$ cat config.mk
export PLATFORM = sky130hd
export DESIGN_NAME = mem_arbiter_flat
export DESIGN_NICKNAME = d
export VERILOG_FILES = /design/src/rtl/mem_arbiter_if.sv /design/src/rtl/mem_arbiter.sv /design/src/flat_wrapper.sv
export SDC_FILE = /design/constraint.sdc
export NUM_CORES = 1
export LEC_CHECK = 0
export BUFFER_PORTS_ARGS = -buffer_cell sky130_fd_sc_hd__buf_4
export CORE_ASPECT_RATIO = 0.9
export CORE_MARGIN = 2
export CORE_UTILIZATION = 41
export DETAILED_ROUTE_END_ITERATION = 8
export PLACE_DENSITY_LB_ADDON = 0.08
export SYNTH_ARGS = -nofsm -noshare
export SYNTH_HDL_FRONTEND = slang
export SYNTH_SLANG_ARGS = --single-unit
$ cat constraint.sdc
create_clock -name clk -period 1.7 [get_ports clk]
set_input_delay 0 -clock clk [delete_from_list [all_inputs] [get_ports clk]]
set_output_delay 0 -clock clk [all_outputs]
set_load 0.01 [all_outputs]
$ cat src/rtl/mem_arbiter_if.sv
`default_nettype none
// +--------------------------------------------------------------------+
// | Module   : mem_arbiter_if                                          |
// | Purpose  : Requester and memory-side signal bundle for the          |
// |            two-port (fetch/data) single-memory arbiter.             |
// | Revision : 1.0  initial release                                     |
// +--------------------------------------------------------------------+
interface mem_arbiter_if #(
   parameter int ADDR_W = 16,
   parameter int DATA_W = 16
);
   // Instruction-fetch port
   logic              i_req;
   logic [ADDR_W-1:0] i_addr;
   logic              i_done;
   logic [DATA_W-1:0] i_rdata;
   // Data-access port
   logic              d_req;
   logic              d_we;
   logic [ADDR_W-1:0] d_addr;
   logic [DATA_W-1:0] d_wdata;
   logic              d_done;
   logic [DATA_W-1:0] d_rdata;
   // Memory side
   logic [ADDR_W-1:0] addra;
   logic [DATA_W-1:0] DataWrite;
   logic              MemWrite;
   logic [DATA_W-1:0] DataOut;
   // Status
   logic              busy;

   // Arbiter view
   modport slave (
      input  i_req, i_addr, d_req, d_we, d_addr, d_wdata, DataOut,
      output i_done, i_rdata, d_done, d_rdata, addra, DataWrite, MemWrite, busy
   );

   // Requester / memory-model view
   modport master (
      output i_req, i_addr, d_req, d_we, d_addr, d_wdata, DataOut,
      input  i_done, i_rdata, d_done, d_rdata, addra, DataWrite, MemWrite, busy
   );
endinterface
`default_nettype wire

$ cat src/rtl/mem_arbiter.sv
`default_nettype none
// +--------------------------------------------------------------------+
// | Module   : mem_arbiter                                             |
// | Purpose  : Shares one synchronous memory between an instruction     |
// |            fetch port and a data port. Data wins by default; a      |
// |            2-bit starvation counter hands the slot to the fetch     |
// |            after two consecutive losses. One access per 3 cycles.   |
// | Revision : 1.0  initial release                                     |
// +--------------------------------------------------------------------+
module mem_arbiter #(
   parameter int ADDR_W = 16,
   parameter int DATA_W = 16
) (
   input  logic         clk,
   input  logic         reset,
   mem_arbiter_if.slave bus
);

   typedef enum logic [1:0] {
      IDLE    = 2'd0,
      ISSUE   = 2'd1,
      CAPTURE = 2'd2
   } state_t;

   localparam logic [1:0] c_STARVE_MAX = 2'd2;

   state_t            r_state;
   state_t            w_stateNext;
   logic [ADDR_W-1:0] r_addr;
   logic [DATA_W-1:0] r_wdata;
   logic [DATA_W-1:0] r_iRdata;
   logic [DATA_W-1:0] r_dRdata;
   logic              r_memWrite;
   logic              r_iDone;
   logic              r_dDone;
   logic              r_ownerData;
   logic              r_isWrite;
   logic [1:0]        r_starve;
   logic              w_iElig;
   logic              w_dElig;
   logic              w_grantI;
   logic              w_grantD;

   // A requester whose done is high this cycle is still holding req for the
   // access that just finished, so it is masked to prevent a double grant.
   assign w_iElig = bus.i_req & ~r_iDone;
   assign w_dElig = bus.d_req & ~r_dDone;

   // State register
   always_ff @(posedge clk or posedge reset) begin
      if (reset) begin
         r_state <= IDLE;
      end else begin
         r_state <= w_stateNext;
      end
   end

   // Next-state and grant decision; grants are only made from IDLE
   always_comb begin
      w_stateNext = r_state;
      w_grantI    = 1'b0;
      w_grantD    = 1'b0;
      case (r_state)
         IDLE: begin
            if (w_dElig && !(w_iElig && (r_starve == c_STARVE_MAX))) begin
               w_grantD = 1'b1;
            end else if (w_iElig) begin
               w_grantI = 1'b1;
            end
            if (w_grantD || w_grantI) begin
               w_stateNext = ISSUE;
            end
         end
         ISSUE:   w_stateNext = CAPTURE;
         CAPTURE: w_stateNext = IDLE;
         default: w_stateNext = IDLE;
      endcase
   end

   // Access registers: latch winner operands, strobe write in ISSUE, capture read data and pulse done
   always_ff @(posedge clk or posedge reset) begin
      if (reset) begin
         r_addr      <= '0;
         r_wdata     <= '0;
         r_memWrite  <= 1'b0;
         r_isWrite   <= 1'b0;
         r_ownerData <= 1'b0;
         r_iDone     <= 1'b0;
         r_dDone     <= 1'b0;
         r_iRdata    <= '0;
         r_dRdata    <= '0;
      end else begin
         r_memWrite <= 1'b0;
         r_iDone    <= 1'b0;
         r_dDone    <= 1'b0;
         if (w_grantD) begin
            r_addr      <= bus.d_addr;
            r_wdata     <= bus.d_wdata;
            r_memWrite  <= bus.d_we;
            r_isWrite   <= bus.d_we;
            r_ownerData <= 1'b1;
         end else if (w_grantI) begin
            r_addr      <= bus.i_addr;
            r_wdata     <= '0;
            r_isWrite   <= 1'b0;
            r_ownerData <= 1'b0;
         end
         if (r_state == CAPTURE) begin
            if (r_ownerData) begin
               r_dDone <= 1'b1;
               if (!r_isWrite) begin
                  r_dRdata <= bus.DataOut;
               end
            end else begin
               r_iDone  <= 1'b1;
               r_iRdata <= bus.DataOut;
            end
         end
      end
   end

   // Fetch starvation counter, updated only where a grant decision is taken
   always_ff @(posedge clk or posedge reset) begin
      if (reset) begin
         r_starve <= '0;
      end else if (r_state == IDLE) begin
         if (w_grantI || !bus.i_req) begin
            r_starve <= '0;
         end else if (w_grantD && w_iElig && (r_starve != c_STARVE_MAX)) begin
            r_starve <= r_starve + 2'd1;
         end
      end
   end

   assign bus.addra     = r_addr;
   assign bus.DataWrite = r_wdata;
   assign bus.MemWrite  = r_memWrite;
   assign bus.i_done    = r_iDone;
   assign bus.i_rdata   = r_iRdata;
   assign bus.d_done    = r_dDone;
   assign bus.d_rdata   = r_dRdata;
   assign bus.busy      = (r_state != IDLE);

endmodule
`default_nettype wire

$ cat src/flat_wrapper.sv
// flat-port wrapper written by rule: the top's interface ports become plain ports
module mem_arbiter_flat 
#(
   parameter int ADDR_W = 16,
   parameter int DATA_W = 16
)
  (clk, reset, bus_i_req, bus_i_addr, bus_d_req, bus_d_we, bus_d_addr, bus_d_wdata, bus_DataOut, bus_i_done, bus_i_rdata, bus_d_done, bus_d_rdata, bus_addra, bus_DataWrite, bus_MemWrite, bus_busy);
  mem_arbiter_if #(.ADDR_W(ADDR_W), .DATA_W(DATA_W)) bus_i ();
  input  logic clk;
  input  logic reset;
  input wire logic [$bits(bus_i.i_req)-1:0] bus_i_req;
  input wire logic [$bits(bus_i.i_addr)-1:0] bus_i_addr;
  input wire logic [$bits(bus_i.d_req)-1:0] bus_d_req;
  input wire logic [$bits(bus_i.d_we)-1:0] bus_d_we;
  input wire logic [$bits(bus_i.d_addr)-1:0] bus_d_addr;
  input wire logic [$bits(bus_i.d_wdata)-1:0] bus_d_wdata;
  input wire logic [$bits(bus_i.DataOut)-1:0] bus_DataOut;
  output wire logic [$bits(bus_i.i_done)-1:0] bus_i_done;
  output wire logic [$bits(bus_i.i_rdata)-1:0] bus_i_rdata;
  output wire logic [$bits(bus_i.d_done)-1:0] bus_d_done;
  output wire logic [$bits(bus_i.d_rdata)-1:0] bus_d_rdata;
  output wire logic [$bits(bus_i.addra)-1:0] bus_addra;
  output wire logic [$bits(bus_i.DataWrite)-1:0] bus_DataWrite;
  output wire logic [$bits(bus_i.MemWrite)-1:0] bus_MemWrite;
  output wire logic [$bits(bus_i.busy)-1:0] bus_busy;
  assign bus_i.i_req = bus_i_req;
  assign bus_i.i_addr = bus_i_addr;
  assign bus_i.d_req = bus_d_req;
  assign bus_i.d_we = bus_d_we;
  assign bus_i.d_addr = bus_d_addr;
  assign bus_i.d_wdata = bus_d_wdata;
  assign bus_i.DataOut = bus_DataOut;
  assign bus_i_done = bus_i.i_done;
  assign bus_i_rdata = bus_i.i_rdata;
  assign bus_d_done = bus_i.d_done;
  assign bus_d_rdata = bus_i.d_rdata;
  assign bus_addra = bus_i.addra;
  assign bus_DataWrite = bus_i.DataWrite;
  assign bus_MemWrite = bus_i.MemWrite;
  assign bus_busy = bus_i.busy;
  mem_arbiter #(.ADDR_W(ADDR_W), .DATA_W(DATA_W)) u_core (.clk(clk), .reset(reset), .bus(bus_i));
endmodule
==> results.md, run 1 <==
* DR vias/cell at 4.932
* Relative max-transition margin at 46.17%
* Max-Cap Viols at 0
* RSZ-0062 raised after global routing: yes
* Final GP Congestion at 0.7044
* Crit-path max FO at 6
* Yosys cell types at 27
* Max frequency at 592.8 MHz
* Clock transition at path regs at roughly 0.07 ns
* Sequential cell area fraction in the yosys report at around 63%
* Layout cells sized above 1 at 53.79%
* GRT Util Overall at 20.48%
* HP Start: bus_d_addr[15]
* R2R Setup Slk at 0.01 ns
* CTS max path bufs at 2
* Final worst slack at ~0.013 ns
* Final hold violations at 0
* Yosys warns at 0
* Routed WL at 7891 µm
* Initial antenna violation count at 0
* Hpwl dp at 5144 µm
* Required @ worst endpoint at approximately 2.0 ns
* Worst EP arrival at about 2 ns
* Clock Sink Count at 73
* Grt ovf at 0
* Wire length per cell at 15.78 µm
* Drt drc at 0
* First-pass GRT wire length at between 10,000 and 15,000 µm
* Largest net degree at the start of global routing at 36
* Post-synth top area cell: dfrtp_1
* Vias in the first global route at ~2,600
* Chip width at 92.41 µm
* CP startpoint: u_core.r_state[1]
* Kind of critical path: register to register
* Clock tree from TritonCTS: done
* CP Launch Type: register
* Worst Hold Class: input pin to register
* Cell area power density at roughly 1700 nW/µm²
* Syn nets at 259
* Die Ht at 83.57 µm
* DRT Pass-1 Iters at 4
* Max Slew Vio Count at 0
* Commonest non-fill, non-tap cell in the layout: buf_4
* Clock latency at the later pin of the worst-skew pair at 0.33 ns
* Final #Nets at approximately 470
* DR vias at approximately 2,500
* Max VDD drop at 0.8534 mV
* Tcrit/Tclk final at 99.24%
* Reg2Reg Launch Point: u_core.r_state[1]
* Post-Syn Area at 2884 µm²
* Most frequent cells in the layout: buf_4 (144), dfrtp_1 (73), dlygate4sd3_1 (63)
* Slew @ Worst Pin at 0.8066 ns
* P&R area growth vs syn at 72.84%
* Util after Layout at 74.50%
* Post-place setup slack at -0.003169 ns
* Htree depth at 3
* P_leak at 2.457 nW
* Min Tclk post-route at about 1.7 ns
* Register bit total from synthesis at 73
* Top-area cell type share of the netlist area at 63.34%
* R2R cell count at 5
* Final setup viols at 0
* Core box area at 6691 µm²
* Mapped Cells at 189
* Starting density of the core at 43.10%
* Top-Level Pins at about 140
* Final Skew at around 0.011 ns
* Crit end category: register
* Die area at 7722 µm²
* Final antenna-violating net count at 0
* Cell Rows at 28
* Hold depth at 3
* Number of buffers created by CTS at 9
* Initial drt markers at 120
* Status: complete, no violations
* CTS root buf: clkbuf_8
* Mean post-synth cell area at 15.26 µm²
* PortBufs at 136
* Ranking of synthesized cells by area: dfrtp_1 (63%), mux2_2 (12%), a22o_1 (5.2%)
==> flip-flops by register name, summed over array words and instances, names as in the netlist, 2 cells and up <==
name,cells
u_core.bus.addra,16
u_core.bus.DataWrite,16
u_core.r_state,2
u_core.bus.d_rdata,16
u_core.bus.i_rdata,16
u_core.r_starve,2
==> through the flow <==
stage / instance area [µm²] / setup TNS (ns) / hold slack [ns] / total power [mW] / instances
final: 4985 / 0 / 0.01128 / 8.230 / 500
after global routing: 4982 / -1.190 / 0.01262 / 8.716 / 499
after CTS: 4954 / 0 / 0.0004825 / 8.236 / 497
after detailed placement: 4109 / -0.003169 / 0.07310 / 6.666 / 418
after global placement: 4109 / 0 / 0.06953 / 6.575 / 418
after floorplan: 2888 / 0 / 0.1325 / 4.878 / 189
==> final cells by class <==
| class | count | area (µm²) |
|---|---|---|
| antenna | 1 | 2.502 |
| clock buffer | 10 | 127.6 |
| clock inverter | 6 | 82.58 |
| fill | 450 | 1707 |
| inverter | 3 | 15.01 |
| multi-input combinational | 101 | 960.9 |
| sequential | 73 | 1827 |
| tap | 90 | 112.6 |
| timing repair buffer | 216 | 1857 |
==> what timing repair did <==
action                                  4_1_cts  5_1_grt
resized for setup                             1        4
pin swaps                                     0        1
cloned                                        0        1
endpoints found under the setup margin        5       48
setup buffers                                 0        1
hold buffers                                 63        0
hold endpoints to repair                     88        0
==> path summary, 6_finish.rpt <==
check / endpoint
worst max register to register: u_core.bus.addra[0]
worst min-delay path: u_core.bus.addra[15]
worst min register to register: u_core.r_starve[1]
max in group asynchronous: u_core.bus.d_rdata[15]
min in group asynchronous: u_core.bus.addra[10]
worst max-delay path: u_core.bus.addra[0]
==> power by group <==
group / switching [mW] / total (mW) / internal [mW]
Clock: 0.609 / 1.43 / 0.820
Sequential: 0.475 / 3.02 / 2.54
Combinational: 1.53 / 3.78 / 2.26
Total: 2.61 / 8.23 / 5.62
==> cell usage after synthesis <==
cell type   n
a221o_2     9
and3b_2     1
buf_6       4
dfrtp_1    73
nor2_2      1
a221o_1     7
nand3b_2    1
nand2_1     2
mux2_2     32
buf_2       4
a211o_1     1
inv_1       3
or2_2       1
o31ai_1     2
and2_1      1
a22o_1     17
ha_1        1
buf_4       2
a21o_2      1
or4b_4      1
a21oi_4     1
clkbuf_1    2
nor4b_2     1
nor2b_1     2
nor4b_1     1
and3_1     17
nor3b_2     1
==> kinds of logic (layout without fill, tap and decap cells) <==
kind of cell               after synthesis  after routing  share of synthesized area [%]
other                                    0              1                              0
DFF                                     73             73                          63.34
AOI/OAI and AO/OA                       38             38                          12.80
adders and majority gates                1              1                         0.4338
buffers and inverters                   15            235                          3.427
muxes                                   32             32                          12.49
and+or+nand+nor                         30             30                          7.506
==> routing by layer <==
| metal | vias to the layer above | track usage [%] | wire [µm] |
|---|---|---|---|
| met3 | 13 | 4.968 | 559 |
| met5 | - | 0 | 0 |
| met2 | 108 | 33.97 | 3928 |
| met4 | 0 | 9.905 | 146 |
| li1 | 1147 | - | - |
| met1 | 1198 | 24.97 | 3256 |
==> worst max-delay path: stages, from the launching register on <==
cell and delay (ns):
dfrtp_1 0.41, buf_6 0.14, or4b_4 0.57, a21oi_4 0.21, buf_6 0.15, a221o_2 0.13
Power figures use the tool's default switching activity.
==> inputs of run 2 (changes only) <==
--- a/config.mk
+++ b/config.mk
@@ -5,11 +5,13 @@
 export SDC_FILE = /design/constraint.sdc
 export NUM_CORES = 1
 export LEC_CHECK = 0
+export ABC_AREA = 1
 export BUFFER_PORTS_ARGS = -buffer_cell sky130_fd_sc_hd__buf_4
 export CORE_ASPECT_RATIO = 0.9
 export CORE_MARGIN = 2
-export CORE_UTILIZATION = 41
+export CORE_UTILIZATION = 42
 export DETAILED_ROUTE_END_ITERATION = 8
+export GPL_TIMING_DRIVEN = 0
 export PLACE_DENSITY_LB_ADDON = 0.08
 export SYNTH_ARGS = -nofsm -noshare
 export SYNTH_HDL_FRONTEND = slang
==> run 2 against run 1 <==
Effect of this change: combinational power up 6.1%; sequential power is 2% higher; maximum frequency grew 16%; via count rose by 28%; cell area up 3.8%; flip-flop and latch count unchanged; die area increased by 5.1%; non-clock buffer count grew 6; highest routed layer unchanged.
==> results.md, run 2 <==
* Final GP Congestion at 0.8130 (was 0.7044)
* Async set-or-reset flop fraction in the synthesized netlist at 100.0% (unchanged)
* Initial drt markers at 114 (was 120)
* Crit-path max FO at 10 (was 6)
* Synth cell count leaders: nand2_1 (83), nand3_1 (77), dfrtp_1 (73) (was dfrtp_1 (73), mux2_2 (32), a22o_1 (17), and3_1 (17), a221o_2 (9))
* Final Skew at 0.01250 ns (was 0.01120 ns)
* Post-place setup slack at 0.2108 ns (was -0.003169 ns)
* Tcrit/Tclk final at 85.42% (was 99.24%)
* Crit-path cells: inv_1, ha_1, nand3_4, nand3_4, inv_2, buf_6, nand2_1, nand2_1 (was buf_6, or4b_4, a21oi_4, buf_6, a221o_2)
* R2R Setup Slk at 0.25 ns (was 0.01 ns)
* Sequential cell area fraction in the yosys report at 58.68% (was 63.34%)
* CTS max path bufs at 2 (unchanged)
* Routed WL at 9126 µm (was 7891 µm)
* Reg2reg end: u_core.bus.DataWrite[6] (was u_core.bus.addra[0])
* Starting density of the core at 43.77% (was 43.10%)
* Cell area power density at 1668 nW/µm² (was 1651 nW/µm²)
* Clock latency at the later pin of the worst-skew pair at 0.35 ns (was 0.33 ns)
* HP Start: bus_d_req (was bus_d_addr[15])
* Final antenna-violating net count at 0 (unchanged)
* Commonest non-fill, non-tap cell in the layout: buf_4 (unchanged)
* Die Ht at 85.68 µm (was 83.57 µm)
* Util after Layout at 72.77% (was 74.50%)
* Max Slew Vio Count at 0 (unchanged)
* Min Tclk post-route at 1.452 ns (was 1.687 ns)
* Wire length per cell at 13.91 µm (was 15.78 µm)
* Post-Syn Area at 3113 µm² (was 2884 µm²)
* Slowest stage delay, CP at 0.37 ns (was 0.57 ns)
* Clock tree from TritonCTS: done (unchanged)
* CP Launch Type: register (unchanged)
* RSZ-0062 raised after global routing: no (was yes)
* Mean post-synth cell area at 9.102 µm² (was 15.26 µm²)
* DR vias/cell at 4.820 (was 4.932)
* Max frequency at 688.6 MHz (was 592.8 MHz)
* Core box area at 7112 µm² (was 6691 µm²)
* P_leak at 2.728 nW (was 2.457 nW)
* Reg2Reg Launch Point: u_core.r_starve[0] (was u_core.r_state[1])
* Predominant post-synthesis flop cell: dfrtp_1 (unchanged)
* Initial antenna violation count at 0 (unchanged)
* Yosys warns at 0 (unchanged)
* Cell Rows at 29 (was 28)
* Largest net degree at the start of global routing at 39 (was 36)
* Chip width at 94.75 µm (was 92.41 µm)
* Design area at 5175 µm² (was 4985 µm²)
* R2R cell count at 8 (was 5)
* Kind of critical path: register to register (unchanged)
* Power, Total at 8.629 mW (was 8.230 mW)
* CTS root buf: clkbuf_8 (unchanged)
* P&R area growth vs syn at 66.24% (was 72.84%)
* Htree depth at 3 (unchanged)
* Post-synth top area cell: dfrtp_1 (unchanged)
* Worst Hold Class: input pin to register (unchanged)
* Most frequent cells in the layout: buf_4 (139), nand2_1 (83), nand3_1 (77) (was buf_4 (144), dfrtp_1 (73), dlygate4sd3_1 (63))
* Number of buffers created by CTS at 9 (unchanged)
* Post CTS Setup Buffer Count at 0 (unchanged)
* First-pass GRT wire length at 15,040 µm (was 12,540 µm)
* Grt ovf at 0 (unchanged)
* Final #Nets at 627 (was 474)
* TNS Setup at 0 ns (unchanged)
* Clock Sink Count at 73 (unchanged)
* Slew @ Worst Pin at 0.8219 ns (was 0.8066 ns)
* Status: complete, no violations (unchanged)
* Required @ worst endpoint at 1.98 ns (was 1.96 ns)
* Ranking of synthesized cells by area: dfrtp_1 (59%), nand3_1 (12%), nand2_1 (10%) (was dfrtp_1 (63%), mux2_2 (12%), a22o_1 (5.2%))
* Count leader, synth: nand2_1 (was dfrtp_1)
* DRT Pass-1 Iters at 4 (unchanged)
* Worst EP arrival at 1.73 ns (was 1.95 ns)
* Layout cells sized above 1 at 33.63% (was 53.79%)
* Vias in the first global route at 3,232 (was 2,646)
* Hpwl dp at 5893 µm (was 5144 µm)
* Hold depth at 5 (was 3)
* Worst Hold End: u_core.r_starve[1] (was u_core.bus.addra[15])
* GRT Util Overall at 23.77% (was 20.48%)
* Max VDD drop at 0.9823 mV (was 0.8534 mV)
* Drt drc at 0 (unchanged)
* CP max-delay cell: dfrtp_1 (was or4b_4)
* Crit end category: register (unchanged)
* Syn nets at 412 (was 259)
* Top-Level Pins at 137 (unchanged)
* Max-Cap Viols at 0 (unchanged)
* DR vias at 3,162 (was 2,466)
* Yosys cell types at 21 (was 27)
* Top-area cell type share of the netlist area at 58.68% (was 63.34%)
* Final worst slack at 0.2479 ns (was 0.01300 ns)
* Relative max-transition margin at 45.09% (was 46.17%)
* Die area at 8118 µm² (was 7722 µm²)
* Post-synth EDFFs at 0 (unchanged)
* Final hold violations at 0 (unchanged)
* Clock transition at path regs at 0.08 ns (was 0.07 ns)
* Placed Instance Area at 4274 µm² (was 4109 µm²)
* Register bit total from synthesis at 73 (unchanged)
* PortBufs at 136 (unchanged)
* Final setup viols at 0 (unchanged)
* Mapped Cells at 342 (was 189)
[run 2: cell types whose count changed after synthesis, moves of 6 or more]
cell	before	now
nand3_1	0	77
inv_1	3	32
and3_1	17	0
a221o_2	9	0
nor2_1	0	11
nand2_1	2	83
a221o_1	7	0
a22o_1	17	0
buf_2	4	12
mux2_2	32	0
o21ai_1	0	27
o21ai_2	0	6
[run 2: worst max path at each step]
stage | from | endpoint | slack [ns]
finish | u_core.r_starve[0] | u_core.bus.DataWrite[6] | 0.25
global route | u_core.r_starve[0] | u_core.bus.DataWrite[6] | 0.08
CTS | u_core.r_starve[0] | u_core.bus.addra[11] | 0.19
detailed placement | u_core.r_starve[0] | u_core.bus.addra[12] | 0.21
global placement | u_core.r_starve[0] | u_core.bus.addra[0] | 0.22
floorplan | u_core.r_starve[0] | u_core.bus.addra[11] | 0.44
[run 2: cell type report]
class	instances	area, µm²
antenna	1	2.502
buffer	18	110.1
clock buffer	9	123.9
clock inverter	7	102.6
fill	571	1937
inverter	34	131.4
multi-input combinational	217	1050
sequential	73	1827
tap	93	116.4
timing repair buffer	204	1712
[run 2: worst max-delay path: cells and delay by family, from the launching register on]
kind | cells | cell delay, ns
DFF | 1 | 0.37
adders and majority gates | 1 | 0.23
and+or+nand+nor | 4 | 0.43
buffers and inverters | 3 | 0.36
[run 2: cell families after synthesis]
group                      count (synthesis)  synth area share, %
adders and majority gates                  1               0.4019
AOI/OAI and AO/OA                         34                6.190
DFF                                       73                58.68
buffers and inverters                     52                7.597
and+or+nand+nor                          182                27.13
[run 2: where the power goes]
group | total [mW] | internal [mW] | switching [mW]
sequential | 3.08 | 2.58 | 0.505
combinational | 4.01 | 1.91 | 2.10
clock | 1.54 | 0.842 | 0.694
total | 8.63 | 5.33 | 3.30
[run 2: per-stage QoR]
step	hold WS [ns]	cells
after global routing	0.1168	655
after floorplan	0.1096	342
after detailed placement	0.1971	572
final	0.09177	656
after CTS	0.07624	655
after global placement	0.1946	571
[run 2: layer usage]
layer,track usage (%),share of wire [%]
met1,29.66,43
met5,0,0
met4,8.432,1.6
met2,39.07,50
met3,7.469,5.6
[run 2: timing repair]
item	in CTS	in global routing
hold buffers	67	0
resized for setup	0	2
endpoints found under the setup margin	0	3
hold endpoints to repair	105	0
==> inputs of run 3 (changes only) <==
--- a/config.mk
+++ b/config.mk
@@ -5,11 +5,10 @@
 export SDC_FILE = /design/constraint.sdc
 export NUM_CORES = 1
 export LEC_CHECK = 0
-export ABC_AREA = 1
 export BUFFER_PORTS_ARGS = -buffer_cell sky130_fd_sc_hd__buf_4
 export CORE_ASPECT_RATIO = 0.9
 export CORE_MARGIN = 2
-export CORE_UTILIZATION = 42
+export CORE_UTILIZATION = 41
 export DETAILED_ROUTE_END_ITERATION = 8
 export GPL_TIMING_DRIVEN = 0
 export PLACE_DENSITY_LB_ADDON = 0.08
==> run 3 against run 2 <==
Effect of this change: setup slack got worse by 0.21 ns; via count down 21%; final cell count is 22% lower; power decreased by 1.9%; combinational power fell by 2%.
==> results.md, run 3 (synthesized netlist as in run 1, its figures left out) <==
* Status: complete, no violations (unchanged)
* Crit path capture: u_core.bus.addra[1] (was u_core.bus.DataWrite[6])
* Cell Rows at 28 (was 29)
* GRT Util Overall at 21.79% (was 23.77%)
* CP max-delay cell: dfrtp_2 (was dfrtp_1)
* Chip width at 92.41 µm (was 94.75 µm)
* Final setup viols at 0 (unchanged)
* Die Ht at 83.57 µm (was 85.68 µm)
* Final Skew at 0.007060 ns (was 0.01250 ns)
* Most frequent cells in the layout: buf_4 (154), dfrtp_1 (71), dlygate4sd3_1 (65) (was buf_4 (139), nand2_1 (83), nand3_1 (77))
* N_diodes at 0 (was 1)
* Kind of critical path: register to register (unchanged)
* Required @ worst endpoint at 1.91 ns (was 1.98 ns)
* Final antenna-violating net count at 0 (unchanged)
* Number of buffers created by CTS at 9 (unchanged)
* Routed WL at 8210 µm (was 9126 µm)
* Grt ovf at 0 (unchanged)
* Commonest non-fill, non-tap cell in the layout: buf_4 (unchanged)
* Worst EP arrival at 1.87 ns (was 1.73 ns)
* DR vias/cell at 4.893 (was 4.820)
* DR vias at 2,505 (was 3,162)
* Power, Total at 8.462 mW (was 8.629 mW)
* Crit end category: register (unchanged)
* Relative max-transition margin at 78.22% (was 45.09%)
* Tcrit/Tclk final at 97.57% (was 85.42%)
* Reg2reg end: u_core.bus.addra[1] (was u_core.bus.DataWrite[6])
* CTS max path bufs at 2 (unchanged)
* Clock transition at path regs at 0.07 ns (was 0.08 ns)
* FILL cells at 406 (was 571)
* Util after Layout at 76.33% (was 72.77%)
* Min Tclk post-route at 1.659 ns (was 1.452 ns)
* Max VDD drop at 0.8355 mV (was 0.9823 mV)
* Crit-path max FO at 8 (was 10)
* P&R area growth vs syn at 77.09% (was 66.24%)
* Max-Cap Viols at 0 (unchanged)
* Initial antenna violation count at 0 (unchanged)
* PortBufs at 136 (unchanged)
* Slew @ Worst Pin at 0.3259 ns (was 0.8219 ns)
* RSZ-0062 raised after global routing: yes (was no)
* Final #Nets at 487 (was 627)
* Clock Sink Count at 73 (unchanged)
* CTS root buf: clkbuf_8 (unchanged)
* Drt drc at 0 (unchanged)
* Max Slew Vio Count at 0 (unchanged)
* Largest net degree at the start of global routing at 42 (was 39)
* Initial drt markers at 84 (was 114)
* Cell area power density at 1657 nW/µm² (was 1668 nW/µm²)
* Hpwl dp at 5090 µm (was 5893 µm)
* Vias in the first global route at 2,628 (was 3,232)
* Starting density of the core at 43.10% (was 43.77%)
* Clock latency at the later pin of the worst-skew pair at 0.33 ns (was 0.35 ns)
* Layout cells sized above 1 at 55.69% (was 33.63%)
* Slowest stage delay, CP at 0.47 ns (was 0.37 ns)
* P_leak at 2.543 nW (was 2.728 nW)
* Reg2Reg Launch Point: u_core.r_state[1] (was u_core.r_starve[0])
* Clock tree from TritonCTS: done (unchanged)
* First-pass GRT wire length at 13,250 µm (was 15,040 µm)
* Max frequency at 602.9 MHz (was 688.6 MHz)
* CP startpoint: u_core.r_state[1] (was u_core.r_starve[0])
* DRT Pass-1 Iters at 4 (unchanged)
* Crit-path cells: nor4b_4, buf_4, nor2_4, buf_6, a221o_2 (was inv_1, ha_1, nand3_4, nand3_4, inv_2, buf_6, nand2_1, nand2_1)
* R2R cell count at 5 (was 8)
* Final hold violations at 0 (unchanged)
* Die area at 7722 µm² (was 8118 µm²)
* R2R Setup Slk at 0.04 ns (was 0.25 ns)
* Wire length per cell at 16.04 µm (was 13.91 µm)
* CP Launch Type: register (unchanged)
* Final GP Congestion at 0.7171 (was 0.8130)
* Top-Level Pins at 137 (unchanged)
* Core box area at 6691 µm² (was 7112 µm²)
* Worst Hold Class: input pin to register (unchanged)
* Hold_ws at 0.01891 ns (was 0.09177 ns)
* Htree depth at 3 (unchanged)
run 3: cell types whose count changed in the layout (fill, tap and decap cells not counted), moves of 11 or more:
cell     delta
a22o_1     +17
and3_1     +17
buf_2      -11
buf_4      +15
inv_1      -29
mux2_2     +32
nand2_1    -81
nand3_1    -77
nor2_1     -11
o21ai_1    -27
run 3: power by group:
group / leakage, nW / internal [mW] / switching (mW)
registers: 0.901 / 2.55 / 0.505
logic: 1.53 / 2.35 / 1.57
clock network: 0.113 / 0.865 / 0.623
run 3: cell type report:
| cell class | count | area (µm²) | share of cell area (%) |
|---|---|---|---|
| multi-input combinational | 101 | 997.2 | 19.52 |
| clock inverter | 5 | 78.83 | 1.543 |
| tap | 90 | 112.6 | 2.205 |
| inverter | 3 | 15.01 | 0.2940 |
| sequential | 73 | 1829 | 35.82 |
| clock buffer | 11 | 141.4 | 2.768 |
| timing repair buffer | 219 | 1839 | 36.01 |
| buffer | 10 | 93.84 | 1.837 |
run 3: worst max-delay path, delay by kind of cell (launching register included):
kind / cells / cell delay [ns]
AO/OA/AOI/OAI: 1 / 0.35
buffers and inverters: 2 / 0.35
flip-flops: 1 / 0.47
AND/OR/NAND/NOR: 2 / 0.36
run 3: metal layers:
layer | vias to the layer above | routed length [µm] | share of wire (%) | track usage, %
met5 | - | 0 | 0 | 0
met4 | 0 | 75 | 0.91 | 4.071
met3 | 8 | 615 | 7.5 | 7.317
met2 | 116 | 4022 | 49 | 36.70
met1 | 1212 | 3497 | 43 | 27.56
li1 | 1169 | - | - | -
run 3: how the worst min path moves through the flow:
stage | slack [ns] | cells past startpoint | end | startpoint
3_3_place_gp | 0.22 | 2 | u_core.bus.DataWrite[7] | bus_d_wdata[7]
5_1_grt | 0.004 | 3 | u_core.bus.addra[14] | bus_d_addr[14]
6_report | 0.02 | 3 | u_core.bus.addra[14] | bus_d_addr[14]
2_1_floorplan | 0.13 | 1 | u_core.bus.DataWrite[10] | bus_d_wdata[10]
4_1_cts | 0.003 | 3 | u_core.bus.addra[14] | bus_d_addr[14]
3_5_place_dp | 0.08 | 3 | u_core.bus.d_rdata[13] | reset
run 3: timing repair:
action                                  4_1_cts  5_1_grt
setup buffers                                 4       11
hold endpoints to repair                    121        0
endpoints found under the setup margin       43       32
gates resized for setup                       7       12
pin swaps                                     1       13
gates cloned                                  0        1
hold buffers                                 65        0
run 3: through the flow:
stage	worst slack (ns)	setup TNS (ns)	cell area (µm²)	std cells
CTS	0.0001759	0	4994	502
global route	-0.01369	-0.01684	5107	512
floorplan	0.07908	0	2888	189
global placement	-0.1807	-2.758	4021	415
finish	0.04130	0	5107	512
detailed placement	-0.1837	-3.151	4061	417
